$ cat src/rtl/lscnt_up_timer_if.sv
// Control/status bundle for lscnt_up_timer: preset, strobes and count-enable in,
// count, carry-out and status out.
interface lscnt_up_timer_if #(
  parameter int unsigned WIDTH = 16
);
  logic [WIDTH-1:0] d;
  logic             ld;
  logic             cil;
  logic             mode;
  logic             start;
  logic             stop;
  logic             cap;
  logic [WIDTH-1:0] q;
  logic [WIDTH-1:0] ql;
  logic             col;
  logic             tc;
  logic             run;
  logic [WIDTH-1:0] capq;

  modport master (
    output d, ld, cil, mode, start, stop, cap,
    input  q, ql, col, tc, run, capq
  );

  modport slave (
    input  d, ld, cil, mode, start, stop, cap,
    output q, ql, col, tc, run, capq
  );
endinterface

$ cat src/rtl/lscnt_up_timer.sv
// Loadable up-counting timer with terminal count at all-ones, one-shot/periodic
// reload, snapshot capture and an active-low carry-out for cascading.
module lscnt_up_timer #(
  parameter int unsigned WIDTH = 16
) (
  input  logic              CLK,
  input  logic              RST,
  lscnt_up_timer_if.slave   bus
);

  typedef enum logic [1:0] {StIdle, StRun, StDone} state_e;

  localparam logic [WIDTH-1:0] AllOnes = '1;
  localparam logic [WIDTH-1:0] One     = {{(WIDTH-1){1'b0}}, 1'b1};

  state_e           state_q, state_d;
  logic [WIDTH-1:0] q_q, q_d;
  logic [WIDTH-1:0] reload_q, reload_d;
  logic [WIDTH-1:0] capq_q, capq_d;
  logic             tc_q, tc_d;
  logic             run_q;
  logic             at_top;
  logic             term;
  logic             go;

  assign at_top = (q_q == AllOnes);
  // Terminal condition before LD/STOP arbitration; this is what the next stage sees.
  assign term   = (state_q == StRun) && !bus.cil && at_top;
  assign go     = bus.start && !bus.stop;

  always_comb begin
    state_d  = state_q;
    q_d      = q_q;
    tc_d     = 1'b0;
    reload_d = bus.ld ? bus.d : reload_q;
    capq_d   = bus.cap ? q_q : capq_q;

    case (state_q)
      StRun: begin
        if (bus.stop) begin
          state_d = StIdle;
        end else if (!bus.cil) begin
          if (!at_top) begin
            q_d = q_q + One;
          end else if (!bus.ld) begin
            // A load on the expiring edge swallows the terminal count entirely.
            tc_d = 1'b1;
            if (bus.mode) begin
              q_d = reload_q;
            end else begin
              state_d = StDone;
            end
          end
        end
      end
      StDone: begin
        if (go) begin
          state_d = StRun;
          q_d     = reload_q;
        end else if (bus.stop) begin
          state_d = StIdle;
        end
      end
      default: begin
        if (go) begin
          state_d = StRun;
          q_d     = reload_q;
        end
      end
    endcase

    if (bus.ld) begin
      q_d = bus.d;
    end
  end

  always_ff @(posedge CLK) begin
    if (RST) begin
      state_q  <= StIdle;
      q_q      <= '0;
      reload_q <= '0;
      capq_q   <= '0;
      tc_q     <= 1'b0;
      run_q    <= 1'b0;
    end else begin
      state_q  <= state_d;
      q_q      <= q_d;
      reload_q <= reload_d;
      capq_q   <= capq_d;
      tc_q     <= tc_d;
      run_q    <= (state_d == StRun);
    end
  end

  assign bus.q    = q_q;
  assign bus.ql   = ~q_q;
  assign bus.col  = ~term;
  assign bus.tc   = tc_q;
  assign bus.run  = run_q;
  assign bus.capq = capq_q;

endmodule

$ cat src/flat_wrapper.sv
// flat-port wrapper written by rule: the top's interface ports become plain ports
module lscnt_up_timer_flat 
#(
  parameter int unsigned WIDTH = 16
)
  (CLK, RST, bus_d, bus_ld, bus_cil, bus_mode, bus_start, bus_stop, bus_cap, bus_q, bus_ql, bus_col, bus_tc, bus_run, bus_capq);
  lscnt_up_timer_if #(.WIDTH(WIDTH)) bus_i ();
  input  logic CLK;
  input  logic RST;
  input wire logic [$bits(bus_i.d)-1:0] bus_d;
  input wire logic [$bits(bus_i.ld)-1:0] bus_ld;
  input wire logic [$bits(bus_i.cil)-1:0] bus_cil;
  input wire logic [$bits(bus_i.mode)-1:0] bus_mode;
  input wire logic [$bits(bus_i.start)-1:0] bus_start;
  input wire logic [$bits(bus_i.stop)-1:0] bus_stop;
  input wire logic [$bits(bus_i.cap)-1:0] bus_cap;
  output wire logic [$bits(bus_i.q)-1:0] bus_q;
  output wire logic [$bits(bus_i.ql)-1:0] bus_ql;
  output wire logic [$bits(bus_i.col)-1:0] bus_col;
  output wire logic [$bits(bus_i.tc)-1:0] bus_tc;
  output wire logic [$bits(bus_i.run)-1:0] bus_run;
  output wire logic [$bits(bus_i.capq)-1:0] bus_capq;
  assign bus_i.d = bus_d;
  assign bus_i.ld = bus_ld;
  assign bus_i.cil = bus_cil;
  assign bus_i.mode = bus_mode;
  assign bus_i.start = bus_start;
  assign bus_i.stop = bus_stop;
  assign bus_i.cap = bus_cap;
  assign bus_q = bus_i.q;
  assign bus_ql = bus_i.ql;
  assign bus_col = bus_i.col;
  assign bus_tc = bus_i.tc;
  assign bus_run = bus_i.run;
  assign bus_capq = bus_i.capq;
  lscnt_up_timer #(.WIDTH(WIDTH)) u_core (.CLK(CLK), .RST(RST), .bus(bus_i));
endmodule
$ cat config.mk
export PLATFORM = sky130hd
export DESIGN_NAME = lscnt_up_timer_flat
export DESIGN_NICKNAME = d
export VERILOG_FILES = /design/src/rtl/lscnt_up_timer_if.sv /design/src/rtl/lscnt_up_timer.sv /design/src/flat_wrapper.sv
export SDC_FILE = /design/constraint.sdc
export NUM_CORES = 1
export LEC_CHECK = 0
export CORE_ASPECT_RATIO = 1.1
export CORE_MARGIN = 3
export CORE_UTILIZATION = 50
export DETAILED_ROUTE_END_ITERATION = 7
export GPL_ROUTABILITY_DRIVEN = 1
export GPL_TIMING_DRIVEN = 0
export PLACE_DENSITY = 0.91
export SYNTH_ARGS = -nofsm -noshare
export SYNTH_HDL_FRONTEND = slang
export SYNTH_SLANG_ARGS = --single-unit
$ cat constraint.sdc
create_clock -name CLK -period 6.55 [get_ports CLK]
set_input_delay 0.9825 -clock CLK [delete_from_list [all_inputs] [get_ports CLK]]
set_output_delay 0.9825 -clock CLK [all_outputs]
set_load 0.01 [all_outputs]
After elaboration in Yosys (flattened, before gate mapping)
Cells that the tools add are included.
{ "word_totals": {"ff_bits": 52, "input_bits": 24} }
{ "op_classes": {"addsub": 1, "n_eq_ne": 7, "muxes": 17, "n_bitwise": 4, "reduce_logical": 8} }
{ "ops": {"columns": ["op", "n"], "rows": [
  ["$mux 16", 7],
  ["$add 16x1->16 const B", 1],
  ["$eq 16x16->1 const B", 1],
  ["$mux 2", 8],
  ["$not 16->16", 1],
  ["$ne 3x3->1 const B", 2],
  ["$reduce_or 5->1", 1],
  ["$eq 2x1->1 const B", 2],
  ["$ne 4x4->1 const B", 1],
  ["$pmux 2 s2", 1],
  ["$reduce_and 4->1", 1],
  ["$logic_and 1x1->1", 3],
  ["$not 1->1", 3],
  ["$reduce_bool 3->1", 1],
  ["$eq 2x2->1 const B", 1],
  ["$logic_not 1->1", 2],
  ["$mux 1", 1]
]} }

Logic depth before layout (Yosys ltp)
Gate-level depths: netlist (run 1).
{ "logic_depth": {"ltp_word": 7, "ltp_mapped": 9, "depth_no_buf": 7} }

Worst setup path after synthesis (run 1)
No wires, ideal clock.
{ "synth_timing": {"path_type": "register to output", "from": "register u_core.q_q[0] (netlist: u_core.bus.q[0])", "to": "output bus_col", "arrival_time_ps": 1780, "path_slack_ps": 3787, "stages_incl_launch_ff": 8, "n_path_buf": 2, "path_cell_list": "dfxtp_1 -> ha_1 -> nand4_1 -> or4_4 -> buf_6 -> buf_6 -> nor2_1 -> nand2_1"} }
{ "synth_via": {"elab_chain_cells": 3} }
{ "synth_lines": {"columns": ["item", "line_no", "source"], "rows": [
  ["start: declaration", "lscnt_up_timer.sv:17", "logic [WIDTH-1:0] q_q, q_d;"],
  ["start signal: assignment", "lscnt_up_timer.sv:87", "q_q <= q_d;"],
  ["$eq 16x16->1", "lscnt_up_timer.sv:26", "assign at_top = (q_q == AllOnes);"],
  ["$logic_and 1x1->1", "lscnt_up_timer.sv:28", "assign term = (state_q == StRun) && !bus.cil && at_top;"],
  ["$not 1->1", "lscnt_up_timer.sv:97", "assign bus.col = ~term;"],
  ["end: declaration", "flat_wrapper.sv:19", "output wire logic [$bits(bus_i.col)-1:0] bus_col;"]
]} }
Every way passes these cells.

Worst setup path after layout (run 1)
Ends and elaborated chain as after synthesis.

==> results_dict.tcl, run 1 <==
set metrics [dict create \
    final-setup-viol-count 0 \
    antenna_left 0 \
    synth_edf_count 0 \
    synth_seq_cells 52 \
    ioPinCount 75 \
    numCtsBuffers 5 \
    dp_cells 472 \
    die_w_um 76.79 \
    grt_pass1_wl_um 13970 \
    drtIter0Drc 349 \
    ys.flop_type "dfxtp_1" \
    wl_per_cell_um 17.96 \
    synth_top_area_cell "dfxtp_1" \
    clockBufferDepth 2 \
    grt_max_degree 16 \
    core-area_um2 5169 \
    slew_violations 0 \
    drt_first_pass_iters 5 \
    rsz0062_at_grt "no" \
    diodes 0 \
    drive_gt1_share_pct 6.143 \
    final.setup.tns_ps 0 \
    required_ps 5570 \
    drc 0 \
    rows 27 \
    grt_pass1_vias 2925 \
    fin_cells 479 \
    post-route-period-util_pct 58.37 \
    outcome "complete, no violations" \
    routabilityCongestion 0.9427 \
    drv_cap 0 \
    worst-setup-path-type "reg -> out" \
    place_hpwl_um 6211 \
    p_switching_mw 0.2079 \
    die_h_um 83.87 \
    endpoint_kind "output port" \
    cp.arrival_ps 2840 \
    track_usage_pct 26.82 \
    path_clk_slew_ps 100 \
    cts_resized 0 \
    final_util_pct 70.78 \
    ir_worst_vdd_mv 0.1523 \
    fillers 396 \
    pre_cts_slack_ps 3134 \
    cts_setup_buffers 0 \
    cts_sinks 52 \
    power_density_nw_per_um2 192.4 \
    mappedNetlistArea_um2 2756 \
    viasPerCell 6.000 \
    reg2reg_depth 7 \
    yosysWarnings 0 \
    syn_area_per_cell_um2 8.404 \
    fin_crit_ps 3823 \
    portBuffers 72 \
    nets 434 \
    clk_latency_ps 310 \
    synthDominantCellAreaShare_pct 37.77 \
    cp_max_fo 10 \
    fin_ws_ps 2727 \
    clock_power_share_pct 27.2 \
    vias 2874 \
    syn-num-nets 355 \
    worst_pin_slew_ps 874.4 \
    hold_buffers 0 \
    hold_violations 0 \
    clock_skew_ps 5.944 \
    antenna_found_initial 0 \
    p_leak_nw 1.329 \
    max_freq_mhz 261.6 \
    cts_tree "built" \
    min_path_type "reg -> reg" \
    synthCells 328 \
    combPwrFrac_pct 22.3 \
    root_buffer "clkbuf_8" \
    swShare_pct 29.53 \
    slew_headroom_pct 41.49 \
    hold_depth 2 \
    dieArea_um2 6440 \
    p_int_mw 0.4961 \
    overflow 0 \
    seq_power_share_pct 50.5 \
    ys_top_cells_by_area "dfxtp_1, mux2i_1, a21oi_1" \
    cts_max_level 2 \
    initial_utilization_pct 53.33 \
    synthArstFlopShare_pct 0 \
    seq_area_frac_synth_pct 37.77 \
    cp-start-kind "flip-flop" \
    synthToLayoutAreaGrowth_pct 32.73 \
    finalWirelength_um 8603 \
    synth_cell_types 51 \
]
[cell usage after synthesis, types with 3 or more instances]
| library cell | instances |
|---|---|
| a211o_1 | 10 |
| a21boi_1 | 4 |
| a21oi_1 | 35 |
| a22oi_1 | 3 |
| a311oi_1 | 9 |
| a31oi_1 | 5 |
| buf_2 | 5 |
| clkbuf_1 | 16 |
| dfxtp_1 | 52 |
| ha_1 | 3 |
| inv_1 | 23 |
| mux2i_1 | 20 |
| nand2_1 | 21 |
| nand2b_1 | 13 |
| nand3_1 | 8 |
| nand4_1 | 5 |
| nor2_1 | 33 |
| nor3_1 | 4 |
| nor4_1 | 3 |
| o21ai_0 | 6 |
| o21ai_1 | 3 |
| xnor2_1 | 7 |
[layout make-up]
| type | count | area [µm²] | share of cell area, % |
|---|---|---|---|
| clock buffers | 6 | 82.58 | 2.257 |
| inverters | 23 | 86.33 | 2.360 |
| well taps | 72 | 90.09 | 2.462 |
| multi-input cells | 228 | 1514 | 41.38 |
| flip-flops and latches | 52 | 1041 | 28.45 |
| repair buffers | 72 | 720.7 | 19.70 |
| clock inverters | 1 | 8.758 | 0.2394 |
| plain buffers | 25 | 115.1 | 3.146 |
[worst max-delay path, cell delays in order, from the launching register on]
cell             delay (ps)
dfxtp_1                 500
ha_1                    310
nand4_1                 260
or4_4                   480
buf_6                   160
buf_6                   140
nor2_1                  120
nand2_1                  60
clkdlybuf4s50_1         500
[power by group through the flow]
stage               logic (mW)  registers [mW]  clock network (mW)
floorplan               0.0751           0.362                   0
CTS                      0.155           0.354               0.192
global placement         0.151           0.360                   0
finish                   0.157           0.355               0.192
detailed placement       0.154           0.362                   0
global route             0.168           0.357               0.203
[routing by layer]
layer | GRT usage [%] | routed length, µm | part of all wire, % | up-vias
li1 | - | - | - | 1333
met4 | 10.21 | 227 | 2.6 | 0
met5 | 0 | 0 | 0 | -
met2 | 45.64 | 4132 | 48 | 173
met3 | 5.616 | 775 | 9.0 | 35
met1 | 32.98 | 3467 | 40 | 1333
[cells in the final DEF, fill, tap and decap left out, drive strengths merged, types with 2 or more instances in the layout]
cell,instances
clkdlybuf4s50,72
dfxtp,52
a21oi,35
nor2,33
inv,23
clkbuf,22
nand2,21
mux2i,20
nand2b,13
a211o,10
a311oi,10
nand3,9
o21ai,9
buf,9
xnor2,7
nand4,7
a31oi,5
a21boi,5
nor4,5
nor3,4
a22oi,3
ha,3
and3,3
a211oi,3
nor2b,2
and4,2
o41ai,2
o32ai,2
nor4b,2
a41oi,2
[registers in the layout (all words and copies together), names as in the netlist]
signal	cells
u_core.bus.capq	16
u_core.reload_q	16
u_core.bus.run	1
u_core.state_q	2
u_core.bus.q	16
u_core.bus.tc	1
[stage by stage]
stage | hold slack, ps | instance area [µm²] | total power, mW
detailed placement | 460.9 | 3567 | 0.5158
global route | 514.8 | 3659 | 0.7292
finish | 477.4 | 3659 | 0.7041
global placement | 455.8 | 3567 | 0.5110
floorplan | 446.4 | 2756 | 0.4372
CTS | 475.8 | 3659 | 0.7016
[logic make-up (layout without fill, tap and decap cells)]
logic type | Yosys count | count (layout) | share of synthesized area, %
adder cells (fa/ha/maj) | 3 | 3 | 1.362
XOR/XNOR | 7 | 7 | 2.224
buffers and inverters | 48 | 127 | 7.308
multiplexers | 20 | 20 | 7.263
flip-flops | 52 | 52 | 37.77
AO/OA/AOI/OAI | 92 | 92 | 22.88
AND/OR/NAND/NOR | 106 | 106 | 21.20
[path summary, 6_finish.rpt]
path,startpoint,endpoint,slack (ps)
setup / recovery,u_core.bus.q[0],bus_col,2730
hold / removal,u_core.reload_q[3],u_core.reload_q[3],480
setup reg to reg,u_core.state_q[0],u_core.bus.q[10],3730
hold reg to reg,u_core.reload_q[3],u_core.reload_q[3],480
No activity file was read; power rests on OpenSTA's default activity.
==> run 2: changes to the inputs <==
--- a/config.mk
+++ b/config.mk
@@ -7,11 +7,11 @@
 export LEC_CHECK = 0
 export CORE_ASPECT_RATIO = 1.1
 export CORE_MARGIN = 3
-export CORE_UTILIZATION = 50
+export CORE_UTILIZATION = 44
 export DETAILED_ROUTE_END_ITERATION = 7
 export GPL_ROUTABILITY_DRIVEN = 1
 export GPL_TIMING_DRIVEN = 0
-export PLACE_DENSITY = 0.91
+export PLACE_DENSITY = 0.86
 export SYNTH_ARGS = -nofsm -noshare
 export SYNTH_HDL_FRONTEND = slang
 export SYNTH_SLANG_ARGS = --single-unit
==> constraint.sdc (replaced) <==
create_clock -name CLK -period 3.2 [get_ports CLK]
set_input_delay 0.48 -clock CLK [delete_from_list [all_inputs] [get_ports CLK]]
set_output_delay 0.48 -clock CLK [all_outputs]
set_load 0.01 [all_outputs]
==> results_dict.tcl, run 2 (synthesized netlist as in run 1, its figures left out) <==
set metrics [dict create \
    cts_tree "built" \
    synthToLayoutAreaGrowth_pct 33.95 \
    crit_family "simple AND/OR/NAND/NOR gates" \
    path_clk_slew_ps 100 \
    place_hpwl_um 6374 \
    endpoint_kind "output port" \
    finalWirelength_um 8747 \
    cts_max_level 2 \
    initial_utilization_pct 46.60 \
    post-route-period-util_pct 95.79 \
    dr_wl_met2_um 4175 \
    routabilityCongestion 0.8902 \
    min_path_type "reg -> reg" \
    antenna_found_initial 0 \
    hold_violations 0 \
    grt_max_degree 16 \
    worstPathCellList "nand4_4 > or4_4 > buf_6 > buf_6 > nor2_1 > nand2_1 > clkdlybuf4s50_1" \
    regToRegEndpoint "u_core.bus.q[10]" \
    p_leak_nw 1.333 \
    drv_cap 0 \
    portBuffers 72 \
    wl_per_cell_um 18.04 \
    clockBufferDepth 2 \
    rsz0062_at_grt "no" \
    ioPinCount 75 \
    cp.arrival_ps 2590 \
    stdcell_area_um2 3692 \
    outcome "complete, no violations" \
    wl_met3_um 651 \
    max_freq_mhz 326.2 \
    whs_endpoint "u_core.reload_q[13]" \
    drc 0 \
    final_common_cell "clkdlybuf4s50_1" \
    worst_pin_slew_ps 859.3 \
    reg2reg_depth 8 \
    max_stage_delay_ps 570 \
    slew_violations 0 \
    slew_headroom_pct 42.50 \
    die_h_um 89.01 \
    min-delay-start "u_core.reload_q[13]" \
    grt_pass1_vias 2888 \
    die_w_um 81.47 \
    root_buffer "clkbuf_8" \
    worst-setup-path-type "reg -> out" \
    whs_ps 476.5 \
    grt_pass1_wl_um 14030 \
    track_usage_pct 25.01 \
    overflow 0 \
    core-area_um2 5914 \
    crit_top_cell "buf_6" \
    ff2ff_setup_slack_ps 360 \
    numCtsBuffers 5 \
    antenna_left 0 \
    hold_depth 2 \
    crit_buf_inv 3 \
    vias 2836 \
    ir_worst_vdd_mv 0.2314 \
    fin_cells 485 \
    fin_crit_ps 3065 \
    rows 29 \
    power_density_nw_per_um2 391.3 \
    final.setup.tns_ps 0 \
    wl_met1_um 3732 \
    dieArea_um2 7251 \
    drtIter0Drc 227 \
    cp-start-kind "flip-flop" \
    final_cell_mix "clkdlybuf4s50_1, dfxtp_1, a21oi_1, nor2_1, inv_1" \
    r2r_start "u_core.state_q[1]" \
    cp_max_fo 10 \
    dp_cells 477 \
    required_ps 2720 \
    clock_skew_ps 7.825 \
    nets 435 \
    clk_latency_ps 310 \
    drt_first_pass_iters 4 \
    critPathSlowestCell "or4_4" \
    final-setup-viol-count 0 \
    highest_layer "met4" \
    viasPerCell 5.847 \
    drive_gt1_share_pct 8.088 \
    diodes 0 \
    placed_area_um2 3573 \
    cts_sinks 52 \
]
## run 2: changes by cell type in the layout (fill, tap and decap cells not counted), sizes merged
| cell | delta |
|---|---|
| clkbuf | +1 |
## run 2: worst max path at each step
stage / to / slack, ps / depth (start not counted) / start
finish: bus_col / 130 / 7 / u_core.bus.q[13]
global route: bus_col / 8 / 7 / u_core.bus.q[15]
CTS: bus_col / 70 / 7 / u_core.bus.q[14]
detailed placement: bus_col / 270 / 8 / u_core.bus.q[0]
global placement: bus_col / 280 / 8 / u_core.bus.q[0]
floorplan: bus_col / 940 / 7 / u_core.bus.q[0]
## run 2: worst min-delay path: cells and delay by family, from the launching register on
family	cells	cell delay, ps
flip-flops	1	320
AND/OR/NAND/NOR	1	60
AO/OA/AOI/OAI	1	60
## run 2: layout make-up
cell class,count,area (µm²)
fillers,506,2222
multi-input cells,228,1524
flip-flops and latches,52,1049
repair buffers,73,728.2
plain buffers,25,117.6
well taps,77,96.34
inverters,23,86.33
clock buffers,6,82.58
clock inverters,1,8.758
## run 2: power breakdown
part	switching [mW]	internal [mW]	total, mW
clock network	0.219	0.173	0.392
logic	0.163	0.159	0.322
registers	0.0440	0.686	0.730
total	0.427	1.02	1.44
## run 2: metrics by stage
stage          worst slack [ps]  power [mW]  util [%]
5_1_grt                   8.399       1.504     62.43
4_1_cts                   67.21       1.441     62.11
2_1_floorplan             939.5      0.8949         -
6_report                  134.7       1.445     62.43
3_5_place_dp              271.4       1.058     60.42
3_3_place_gp              275.7       1.050     60.42
## run 2: layer usage
| layer | vias to the layer above | GRT usage, % |
|---|---|---|
| li1 | 1337 | - |
| met1 | 1343 | 32.77 |
| met2 | 133 | 39.78 |
| met3 | 23 | 5.040 |
| met4 | 0 | 11.06 |
| met5 | - | 0 |
## run 2: what timing repair did
| item | 4_1_cts | 5_1_grt |
|---|---|---|
| pin swaps | 1 | 0 |
| endpoints found under the hold margin | 0 | 0 |
| cloned | 0 | 0 |
| hold buffers | 0 | 0 |
| setup endpoints to repair | 1 | 1 |
| buffers inserted | 1 | 0 |
| resized for setup | 1 | 8 |
==> run 3: changes to the inputs <==
--- a/config.mk
+++ b/config.mk
@@ -5,6 +5,7 @@
 export SDC_FILE = /design/constraint.sdc
 export NUM_CORES = 1
 export LEC_CHECK = 0
+export CAP_MARGIN = 40
 export CORE_ASPECT_RATIO = 1.1
 export CORE_MARGIN = 3
 export CORE_UTILIZATION = 44
==> results of run 3 <==
No change in the layout: final DEF, timing and power equal those of run 2.
